File: src/rtl/wb_mem_responder.sv
// Wishbone B4 responder backed by a small word RAM: registered ack, wrap bursts, wait injection.
// Optional: define WB_RESP_OOR_ERR_EN to terminate out-of-range beats with wb_err instead of ack.
module wb_mem_responder #(
   parameter int          DEPTH_LOG2 = 4,
   parameter logic [29:0] BASE_ADR   = 30'h400
) (
   input  logic        clock,
   input  logic        reset,
   input  logic [29:0] wb_adr,
   input  logic [31:0] wb_dat_w,
   output logic [31:0] wb_dat_r,
   input  logic [3:0]  wb_sel,
   input  logic        wb_cyc,
   input  logic        wb_stb,
   input  logic        wb_we,
   input  logic [2:0]  wb_cti,
   input  logic [1:0]  wb_bte,
   output logic        wb_ack,
   output logic        wb_err,
   input  logic        wait_req
);

   localparam int DEPTH = 1 << DEPTH_LOG2;
`ifdef WB_RESP_OOR_ERR_EN
   localparam bit OorErr = 1'b1;
`else
   localparam bit OorErr = 1'b0;
`endif

   typedef enum logic [1:0] {IDLE, RESP, BURST} state_t;

   state_t      state_q;
   logic        ack_q;
   logic        err_q;
   logic        burst_q;
   logic [31:0] datR_q;
   logic [29:0] curAdr_q;
   logic [1:0]  bte_q;
   logic [31:0] ram_q [DEPTH];

   logic        accept;
   logic        mismatch;
   logic        termOk;
   logic        beatMore;
   logic        waiting;
   logic        loadInRange;
   logic        loadErr;
   logic [29:0] pred;
   logic [29:0] loadAdr;
   logic [29:0] loadOff;
   logic [31:0] loadWord;

   function automatic logic [29:0] nextAdr(input logic [29:0] adr, input logic [1:0] bte);
      case (bte)
         2'b01:   nextAdr = {adr[29:2], adr[1:0] + 2'd1};
         2'b10:   nextAdr = {adr[29:3], adr[2:0] + 3'd1};
         2'b11:   nextAdr = {adr[29:4], adr[3:0] + 4'd1};
         default: nextAdr = adr + 30'd1;
      endcase
   endfunction

   // curAdr_q always names the beat whose termination is (or will next be) on the bus,
   // so one address mux serves fresh accepts, wait-state resumes and prefetches.
   always_comb begin
      accept   = wb_cyc & wb_stb & ~wait_req;
      waiting  = (state_q == BURST) & ~(ack_q | err_q);
      pred     = nextAdr(curAdr_q, bte_q);
      mismatch = (state_q == BURST) & (ack_q | err_q) & (wb_adr != curAdr_q);
      termOk   = wb_cyc & ~mismatch;
      beatMore = wb_stb & ~wb_we & (wb_cti == 3'b010);
      if (state_q == IDLE)
         loadAdr = wb_adr;
      else if (waiting)
         loadAdr = curAdr_q;
      else
         loadAdr = pred;
      loadOff     = loadAdr - BASE_ADR;
      loadInRange = (loadAdr >= BASE_ADR) && (loadOff < 30'(DEPTH));
      loadErr     = ~loadInRange & OorErr;
      loadWord    = loadInRange ? ram_q[loadOff[DEPTH_LOG2-1:0]] : 32'h0;
   end

   always_ff @(posedge clock) begin
      if (reset) begin
         state_q  <= IDLE;
         ack_q    <= 1'b0;
         err_q    <= 1'b0;
         burst_q  <= 1'b0;
         datR_q   <= '0;
         curAdr_q <= '0;
         bte_q    <= '0;
         for (int i = 0; i < DEPTH; i++) ram_q[i] <= '0;
      end else if (!wb_cyc) begin
         state_q <= IDLE;
         ack_q   <= 1'b0;
         err_q   <= 1'b0;
      end else begin
         case (state_q)
            IDLE: begin
               ack_q <= 1'b0;
               err_q <= 1'b0;
               if (accept) begin
                  ack_q    <= ~loadErr;
                  err_q    <= loadErr;
                  burst_q  <= (wb_cti == 3'b010) & ~wb_we & ~loadErr;
                  curAdr_q <= wb_adr;
                  bte_q    <= wb_bte;
                  state_q  <= RESP;
                  if (!wb_we)
                     datR_q <= loadWord;
                  else if (loadInRange)
                     for (int i = 0; i < 4; i++)
                        if (wb_sel[i])
                           ram_q[loadOff[DEPTH_LOG2-1:0]][8*i +: 8] <= wb_dat_w[8*i +: 8];
               end
            end
            default: begin
               if (waiting) begin
                  // A stalled burst resumes only on the predicted address; anything else restarts in IDLE.
                  if (accept) begin
                     if (wb_adr == curAdr_q) begin
                        ack_q   <= ~loadErr;
                        err_q   <= loadErr;
                        datR_q  <= loadWord;
                     end else begin
                        state_q <= IDLE;
                     end
                  end
               end else if (err_q || mismatch || !burst_q || !beatMore) begin
                  state_q <= IDLE;
                  ack_q   <= 1'b0;
                  err_q   <= 1'b0;
               end else if (wait_req) begin
                  state_q  <= BURST;
                  ack_q    <= 1'b0;
                  err_q    <= 1'b0;
                  curAdr_q <= pred;
               end else begin
                  state_q  <= BURST;
                  ack_q    <= ~loadErr;
                  err_q    <= loadErr;
                  datR_q   <= loadWord;
                  curAdr_q <= pred;
               end
            end
         endcase
      end
   end

   assign wb_ack   = ack_q & termOk;
   assign wb_err   = OorErr ? (err_q & termOk) : 1'b0;
   assign wb_dat_r = datR_q;

endmodule

File: config.mk
export PLATFORM = sky130hd
export DESIGN_NAME = wb_mem_responder
export DESIGN_NICKNAME = d
export VERILOG_FILES = /design/src/rtl/wb_mem_responder.sv
export SDC_FILE = /design/constraint.sdc
export NUM_CORES = 1
export LEC_CHECK = 0
export ABC_AREA = 1
export CAP_MARGIN = 20
export CORE_ASPECT_RATIO = 0.9
export CORE_MARGIN = 4
export CORE_UTILIZATION = 55
export DETAILED_ROUTE_END_ITERATION = 7
export HOLD_SLACK_MARGIN = 0.1
export PLACE_DENSITY = 0.77
export SETUP_SLACK_MARGIN = 0.3
export SLEW_MARGIN = 40
export SYNTH_ARGS = -nofsm -noshare
export SYNTH_HDL_FRONTEND = slang
export SYNTH_SLANG_ARGS = --single-unit
File: constraint.sdc
create_clock -name clock -period 4 [get_ports clock]
set_input_delay 0.4 -clock clock [delete_from_list [all_inputs] [get_ports clock]]
set_output_delay 0.4 -clock clock [all_outputs]
set_load 0.05 [all_outputs]
### Word level (Yosys, flattened, before mapping)

Memory sizes are Yosys's and may differ from the RTL's.
Cells that the tools add are included.
W data, S select, Z words.

| storage, ports and cells | value |
|---|---|
| bits in registers | 68 |
| latch bits | 0 |
| RAM bits | 512 |
| bits in read-only memories | 0 |
| input bits | 77 |
| output and inout bits | 34 |
| word-level logic and storage cells | 125 |
| memories kept | 1 |

Memory list:

| memory | words | bits a word | read ports | clocked after Yosys merged registers in | write ports | RTL line | text |
|---|---|---|---|---|---|---|---|
| ram_q | 16 | 32 | 1 | 0 | 16 | 39 | `logic [31:0] ram_q [DEPTH];` |

| operators by class | value |
|---|---|
| $add $sub $neg | 5 |
| multipliers | 0 |
| div/mod/pow operators | 0 |
| order comparisons | 2 |
| equality and inequality tests | 17 |
| shift-type cells | 0 |
| multiplexer cells | 66 |
| bitwise logic cells | 15 |
| reductions and logical operators | 13 |

Operators by type and width:

| operator | count |
|---|---|
| $mux W32 | 10 |
| $mux W30 | 6 |
| $pmux W30 S3 | 1 |
| $mux W1 | 41 |
| $reduce_or A32 Y1 | 1 |
| $add A30 B1 Y30 const B | 1 |
| $eq A30 B30 Y1 | 1 |
| $ge A30 B11 Y1 const B | 1 |
| $lt A30 B5 Y1 const B | 1 |
| $ne A30 B30 Y1 | 1 |
| $sub A30 B11 Y30 const B | 1 |
| $mux W2 | 6 |
| $and A1 B1 Y1 | 10 |
| $mux W4 | 2 |
| $ne A2 B2 Y1 const B | 4 |
| $reduce_and A7 Y1 | 1 |
| $eq A2 B2 Y1 const B | 3 |
| $ne A3 B1 Y1 const B | 2 |
| $ne A3 B3 Y1 const B | 2 |
| $reduce_and A3 Y1 | 2 |
| $not A1 Y1 | 5 |
| $add A4 B1 Y4 const B | 1 |
| $reduce_and A4 Y1 | 1 |
| $add A3 B1 Y3 const B | 1 |
| 11 further kinds | 13 |

### Depth between registers and ports, before layout

Gate-level depths: netlist (run 1).

| logic depth | value |
|---|---|
| word-level depth | 16 |
| gate-level depth with buffers | 22 |
| mapped depth without buffers | 21 |

### Worst setup path after synthesis (run 1)

Ideal clock, no wire load.

| path | value |
|---|---|
| kind | register -> register |
| start point | register curAdr_q[1] |
| end point | memory ram_q[13][16] (enable) |
| setup time | 0.329 ns |
| arrival time | 2.985 ns |
| data required time | 3.671 ns |
| path slack | 0.686 ns |
| cell stages (with the launch flop) | 19 |
| buffers on the path | 1 |
| clock period less this slack | 3.314 ns |
| cell sequence | dfxtp_1 > ha_1 > nand2_2 > nor2_4 > nand2_1 > nor2_2 > nand3_1 > nand2_1 > nand3_1 > nand2_1 > nand3_1 > inv_2 > nand2_2 > nor3_2 > nand4_4 > nor2_8 > buf_12 > nand4_4 > nand2_1 |

RTL lines:

| element | RTL line | text |
|---|---|---|
| start, declared | 37 | `logic [29:0] curAdr_q;` |
| start signal, assigned | 106 | `curAdr_q <= wb_adr;` |
| start signal, assigned | 137 | `curAdr_q <= pred;` |
| start signal, assigned | 143 | `curAdr_q <= pred;` |
| end, declared | 39 |  |

### Worst setup path in the final report (run 1)

| path | value |
|---|---|
| start point | register curAdr_q[16] |
| end point | output wb_ack |

| on the way | value |
|---|---|
| word-level cells in the longest chain between the ends | 5 |

Ends and longest elaborated chain:

| element | RTL line | text |
|---|---|---|
| $ne A30 B30 Y1 | 68 | `mismatch = (state_q == BURST) & (ack_q \| err_q) & (wb_adr != curAdr_q);` |
| $and A1 B1 Y1 | 68 |  |
| $not A1 Y1 | 69 | `termOk = wb_cyc & ~mismatch;` |
| $and A1 B1 Y1 | 69 |  |
| $and A1 B1 Y1 | 150 | `assign wb_ack = ack_q & termOk;` |
| end, declared | 18 | `output logic wb_ack,` |

No other way between the ends.

==> results of run 1 <==
-- flip-flops by register name, indices dropped and copies added, names as in the netlist --
| register | cells |
|---|---|
| curAdr_q | 30 |
| burst_q | 1 |
| ram_q | 512 |
| state_q | 2 |
| wb_dat_r | 32 |
| bte_q | 2 |
| ack_q | 1 |
-- power groups by stage --
stage               Sequential (W)  Clock (W)  Combinational [W]
floorplan                  0.00700          0           0.000693
global placement           0.00700          0            0.00123
detailed placement         0.00701          0            0.00125
CTS                        0.00688    0.00536            0.00126
global route               0.00690    0.00561            0.00140
finish                     0.00689    0.00536            0.00133
-- worst max path at each step --
stage,start,endpoint,slack (ns),cells after the start
after floorplan,curAdr_q[1],ram_q[13][16],0.69,18
after global placement,bte_q[1],ram_q[7][28],0.33,19
after detailed placement,curAdr_q[1],ram_q[7][12],0.24,20
after CTS,curAdr_q[1],ram_q[3][19],0.28,23
after global routing,curAdr_q[5],ram_q[15][14],0.28,23
final,curAdr_q[16],wb_ack,0.48,12
-- routing by layer --
metal	wire length [um]	vias up	track usage	part of all wire
li1	-	10300	-	-
met1	32300	11100	0.410	0.38
met2	38900	1572	0.468	0.46
met3	10900	234	0.0778	0.13
met4	3350	0	0.121	0.039
met5	0	-	0	0
-- cells by family after synthesis --
group,after synthesis,share of synthesized area
AOI/OAI and AO/OA,529,0.109
xor gates and xnor gates,15,0.00466
adders and majority gates,1,0.000444
buffers and inverters,355,0.0530
DFF,580,0.593
other,1,0.000133
and+or+nand+nor,1339,0.239
-- layout make-up --
cell class	count	share of cell area
Sequential cell	580	0.502
Multi-Input combinational cell	1886	0.313
Timing Repair Buffer	290	0.0838
Clock buffer	75	0.0471
Tap cell	680	0.0255
Inverter	186	0.0213
Clock inverter	30	0.00806
-- cell usage in the layout, fill, tap and decap left out, types with 53 or more instances in the layout --
cell type / count
a21oi_1: 97
buf_4: 153
clkbuf_16: 59
clkdlybuf4s50_1: 108
dfxtp_1: 56
edfxtp_1: 512
inv_1: 176
nand2_1: 354
nand2_2: 56
nand3_1: 92
nand4_1: 53
nand4_4: 62
nor2_1: 567
nor2_2: 80
o21ai_0: 141
o22ai_1: 250
-- worst max-delay path, delay by kind of cell (launching register included) --
kind	cells	cell delay, ns
simple gates	8	1.20
buf+inv	3	0.65
flops	1	0.41
compound gates	1	0.20
-- metrics by stage --
stage               setup slack, ns  instances  cell area (um2)  utilization  hold WS, ns
floorplan                     0.686       2820            28200            -        0.430
global placement              0.329       3615            31100        0.614        0.447
detailed placement            0.243       3615            31100        0.614        0.452
CTS                           0.284       3720            32900        0.652        0.406
global route                  0.275       3727            33400        0.661        0.446
finish                        0.480       3727            33400        0.661        0.436
-- what timing repair did --
| item | 4_1_cts | 5_1_grt |
|---|---|---|
| gates resized for setup | 18 | 120 |
| gates cloned | 0 | 1 |
| pin swaps | 0 | 3 |
| buffers inserted | 0 | 6 |
| endpoints found under the setup margin | 412 | 1054 |
==> flow_summary.ini, run 1 <==
[pwr]
pwr-share-clk = 0.395
power_frac_seq = 0.507
power_w = 0.0136
pwr_density_cell_nw_per_um2 = 407
power.switching_w = 0.00337
ir_drop_mv = 0.363
p_comb_frac = 0.098
p_int_w = 0.0102
sw_frac_of_total = 0.248
p_leak_nw = 13.4

[worst_setup_path]
worstPathCellList = inv_1 > nand2_1 > o2111ai_1 > nor2_1 > nand2_1 > nor3_1 > nand4_1 > buf_4 > nand4_1 > nand2_1 > nor2_1 > buf_4
r2r_slack_ns = 0.51
worstPathArrival_ns = 3.12
worstPathRequired_ns = 3.60
path_common_cell = nand2_1
r2r_cells = 19
path_max_fanout = 6
r2r_start = curAdr_q[4]
r2r-end = ram_q[15][22]
cp_slowest_cell = dfxtp_1
slowest_delay_ns = 0.41
worst_setup_path_end_kind = output pin
path_class = reg -> out
crit_path_start_kind = flip-flop

[cts]
cts_tree = yes
clkTransAtPathRegs_ns = 0.06
root_buffer = clkbuf_16
cts_buffer_depth = 3
cts_buffers = 57
h-tree-depth = 2
hold_buffers = 0
clock-sinks = 580
clk_latency_ns = 0.64

[synth]
yosysSeqAreaShare = 0.593
synth.most_common_cell = nor2_1
yosysWarnings = 0
synth_cell_types = 49
synth_top_cell_area_share = 0.545
synthArstFlopShare = 0
ys.flop_type = edfxtp_1
avgSynthCellArea_um2 = 10.0
synth_common_cells = 585 x nor2_1, 512 x edfxtp_1, 423 x nand2_1
mappedNetlistNets = 2898
synthCells = 2820
netlist_top_cells_area = edfxtp_1 55%, nor2_1 7.8%, nand2_1 5.6%
synth_top_cell_by_area = edfxtp_1
synth_seq_cells = 580
synth_edf_count = 512
synthesis.area_um2 = 28200

[floorplan]
coreArea_um2 = 50600
ios = 111
die-area_um2 = 55000
rows = 78
die_y_um = 223
start_util = 0.558
die_w_um = 247

[global_route]
antenna_found_initial = 0
grt_max_degree = 130
grt_pass1_wl_um = 127000
grt_pass1_vias = 22300
grt_overflow_total = 0
track_usage = 0.302

[sta]
period_share = 0.880
hold_violations = 0
maxSlewViolCount = 0
rsz0062_at_grt = false
tightestPinTransition_ns = 1.02
relSlewSlack = 0.321
max_freq_mhz = 284
final-setup-viol-count = 0
fin_setup_tns_ns = 0
finalCriticalPeriod_ns = 3.52
fin_skew_ns = 0.0235

[cells_and_area]
fin_nets = 3079
final-seq-area_um2 = 16800
syn_to_final_growth_pct = 18.4
diodes = 0
fill_cells = 3801
drive_above_1_share = 0.183
multi_input_area_um2 = 10400

[drt]
wire_per_inst_um = 22.9
via_per_inst = 6.21
ant_nets = 0
drt_iter0_drc = 2971
post-route-drc-count = 0
dr.pass1.iters = 5
routed_wl_um = 85500
via_count = 23100

[worst_hold_path]
hold_end = bte_q[1]
worstHoldStart = wb_bte[1]
hold_path_depth = 3
hold_class = in -> reg

[run_status]
status = complete, no violations

[placed_design]
place_congestion = 0.993
portBuffers = 109
place_hpwl_um = 58100

[run]
cap_violations = 0
(Power assumes the default switching activity.)
==> run 2: changes to the inputs <==
CORE_ASPECT_RATIO = default   (was 0.9)
GPL_TIMING_DRIVEN = 0   (was default)
PLACE_DENSITY = 0.73   (was 0.77)
==> run 2 against run 1 <==
  * Power grew 1.6%
  * Cell area grew 5.5%
  * Core utilization up 3.9 points
  * Sequential power barely moved
  * Critical path type is now reg -> reg
  * Critical endpoint is now wb_dat_r[9]
  * Largest cell class unchanged
  * Highest routed layer is now met5
==> flow_summary.ini, run 2 (synthesis gave the netlist of run 1 again) <==
[sta]
finalCriticalPeriod_ns = 3.74
fin_setup_tns_ns = 0
relSlewSlack = 0.293
fin_skew_ns = 0.0309
final-setup-viol-count = 0
tightestPinTransition_ns = 1.06
rsz0062_at_grt = true
hold_violations = 0
maxSlewViolCount = 0
max_freq_mhz = 268
period_share = 0.934

[pwr]
ir_drop_mv = 0.346
pwr_density_cell_nw_per_um2 = 392
p_leak_nw = 14.3

[cells_and_area]
fin_util = 0.699
final_cell_mix = 543 x nor2_1, 512 x edfxtp_1, 335 x nand2_1, 250 x o22ai_1, 176 x inv_1
largest_reg_flops = 512
drive_above_1_share = 0.225
syn_to_final_growth_pct = 24.9
stdcell_area_um2 = 35200
fin_nets = 3239
mostFrequentLayoutCell = nor2_1
regMostFlops = ram_q

[worst_setup_path]
worst_setup_path_end_kind = flip-flop
path_max_fanout = 10
crit_path_start_kind = flip-flop
path_class = reg -> reg
slowest_delay_ns = 0.36
worstPathArrival_ns = 4.31
worstPathRequired_ns = 4.57
path_common_cell = nand2_1
cp_slowest_cell = clkbuf_2
worstPathCellList = inv_1 > nand2_1 > nor2_4 > inv_1 > buf_2 > nand3_1 > nand3_2 > nand2_1 > clkbuf_4 > clkbuf_2 > o22ai_1 > o21ai_0 > nand2_1 > nor2_1 > nand4_1 > a21oi_1

[drt]
wl_met2_um = 51200
drt-met1-wl_um = 35900
routed_wl_um = 109000
via_per_inst = 6.51
wl_met3_um = 12200
ant_nets = 0
via_count = 25300
post-route-drc-count = 0
drt_iter0_drc = 4004
dr.pass1.iters = 8
wire_per_inst_um = 28.0
highest_layer = met5

[global_route]
grt_overflow_total = 0
track_usage = 0.372
grt_pass1_vias = 23900
grt_pass1_wl_um = 150000
antenna_found_initial = 1
grt_max_degree = 16

[placed_design]
dpl_cell_area_um2 = 30200
place_congestion = 0.963
portBuffers = 109
place_hpwl_um = 70100

[cts]
clk_latency_ns = 0.64
clock-sinks = 580
hold_buffers = 0
cts_buffer_depth = 3
h-tree-depth = 2
cts_tree = yes
clkTransAtPathRegs_ns = 0.07
cts_buffers = 57
root_buffer = clkbuf_16

[run]
cap_violations = 0

[floorplan]
die-area_um2 = 55000
die_y_um = 234
ios = 111
start_util = 0.560
rows = 82
coreArea_um2 = 50400
die_w_um = 234

[run_status]
status = complete, no violations

[worst_hold_path]
hold_class = reg -> reg
==> run 2: changes by cell type in the layout (fill, tap and decap cells not counted), sizes merged <==
cell          previous run  this run
clkbuf                  75       191
buf                    182       225
clkinv                  20        25
diode                    0         2
bufbuf                   0         1
bufinv                   4         3
clkinvlp                 5         4
dlymetal6s2s             0         1
nor2                   665       664
==> run 2: path summary, 6_finish.rpt <==
| check | startpoint | endpoint | slack [ns] | cells after the start |
|---|---|---|---|---|
| worst min-delay path | burst_q | burst_q | 0.46 | 2 |
| worst max-delay path | state_q[0] | wb_dat_r[9] | 0.26 | 16 |
| worst max register to register | state_q[0] | wb_dat_r[9] | 0.26 | 16 |
| worst min register to register | burst_q | burst_q | 0.46 | 2 |
==> run 2: area by class of cell <==
class                      count  area, um2
clock inverter                33        294
tap                          672        841
clock buffer                  75       1540
fill                        3583      15100
buffer                       169       1030
antenna                        2       5.00
sequential                   580      16800
inverter                     186        704
timing repair buffer         282       2840
multi-input combinational   1885      11200
==> run 2: critical path: cells and delay by family, from the launching register on <==
kind / cells / cell delay [ns]
and+or+nand+nor: 8 / 1.57
DFF: 1 / 0.33
AOI/OAI and AO/OA: 3 / 0.63
buffers and inverters: 5 / 1.12
==> run 2: layer usage <==
metal,GRT usage,vias up
met5,0,-
met1,0.442,11900
met4,0.244,2
met3,0.0772,579
li1,-,10600
met2,0.616,2129
==> run 2: where the power goes <==
| group | switching [W] | internal (W) |
|---|---|---|
| clock | 0.00245 | 0.00294 |
| sequential | 0.0000946 | 0.00678 |
| combinational | 0.00109 | 0.000439 |
| total | 0.00364 | 0.0102 |
==> run 2: repair_timing <==
action / in CTS / in global routing
hold endpoints to repair: 0 / 0
gates resized for setup: 301 / 145
setup buffers: 96 / 70
setup endpoints to repair: 1057 / 909
pin swaps: 47 / 39
gates cloned: 2 / 1
==> run 2: per-stage QoR <==
| step | worst slack (ns) | hold WS (ns) | std cells | power, W |
|---|---|---|---|---|
| after floorplan | 0.686 | 0.430 | 2820 | 0.00769 |
| after global placement | -0.799 | 0.442 | 3601 | 0.00823 |
| after detailed placement | -0.889 | 0.454 | 3601 | 0.00826 |
| after CTS | 0.177 | 0.462 | 3807 | 0.0136 |
| after global routing | 0.186 | 0.485 | 3882 | 0.0141 |
| final | 0.262 | 0.457 | 3884 | 0.0138 |
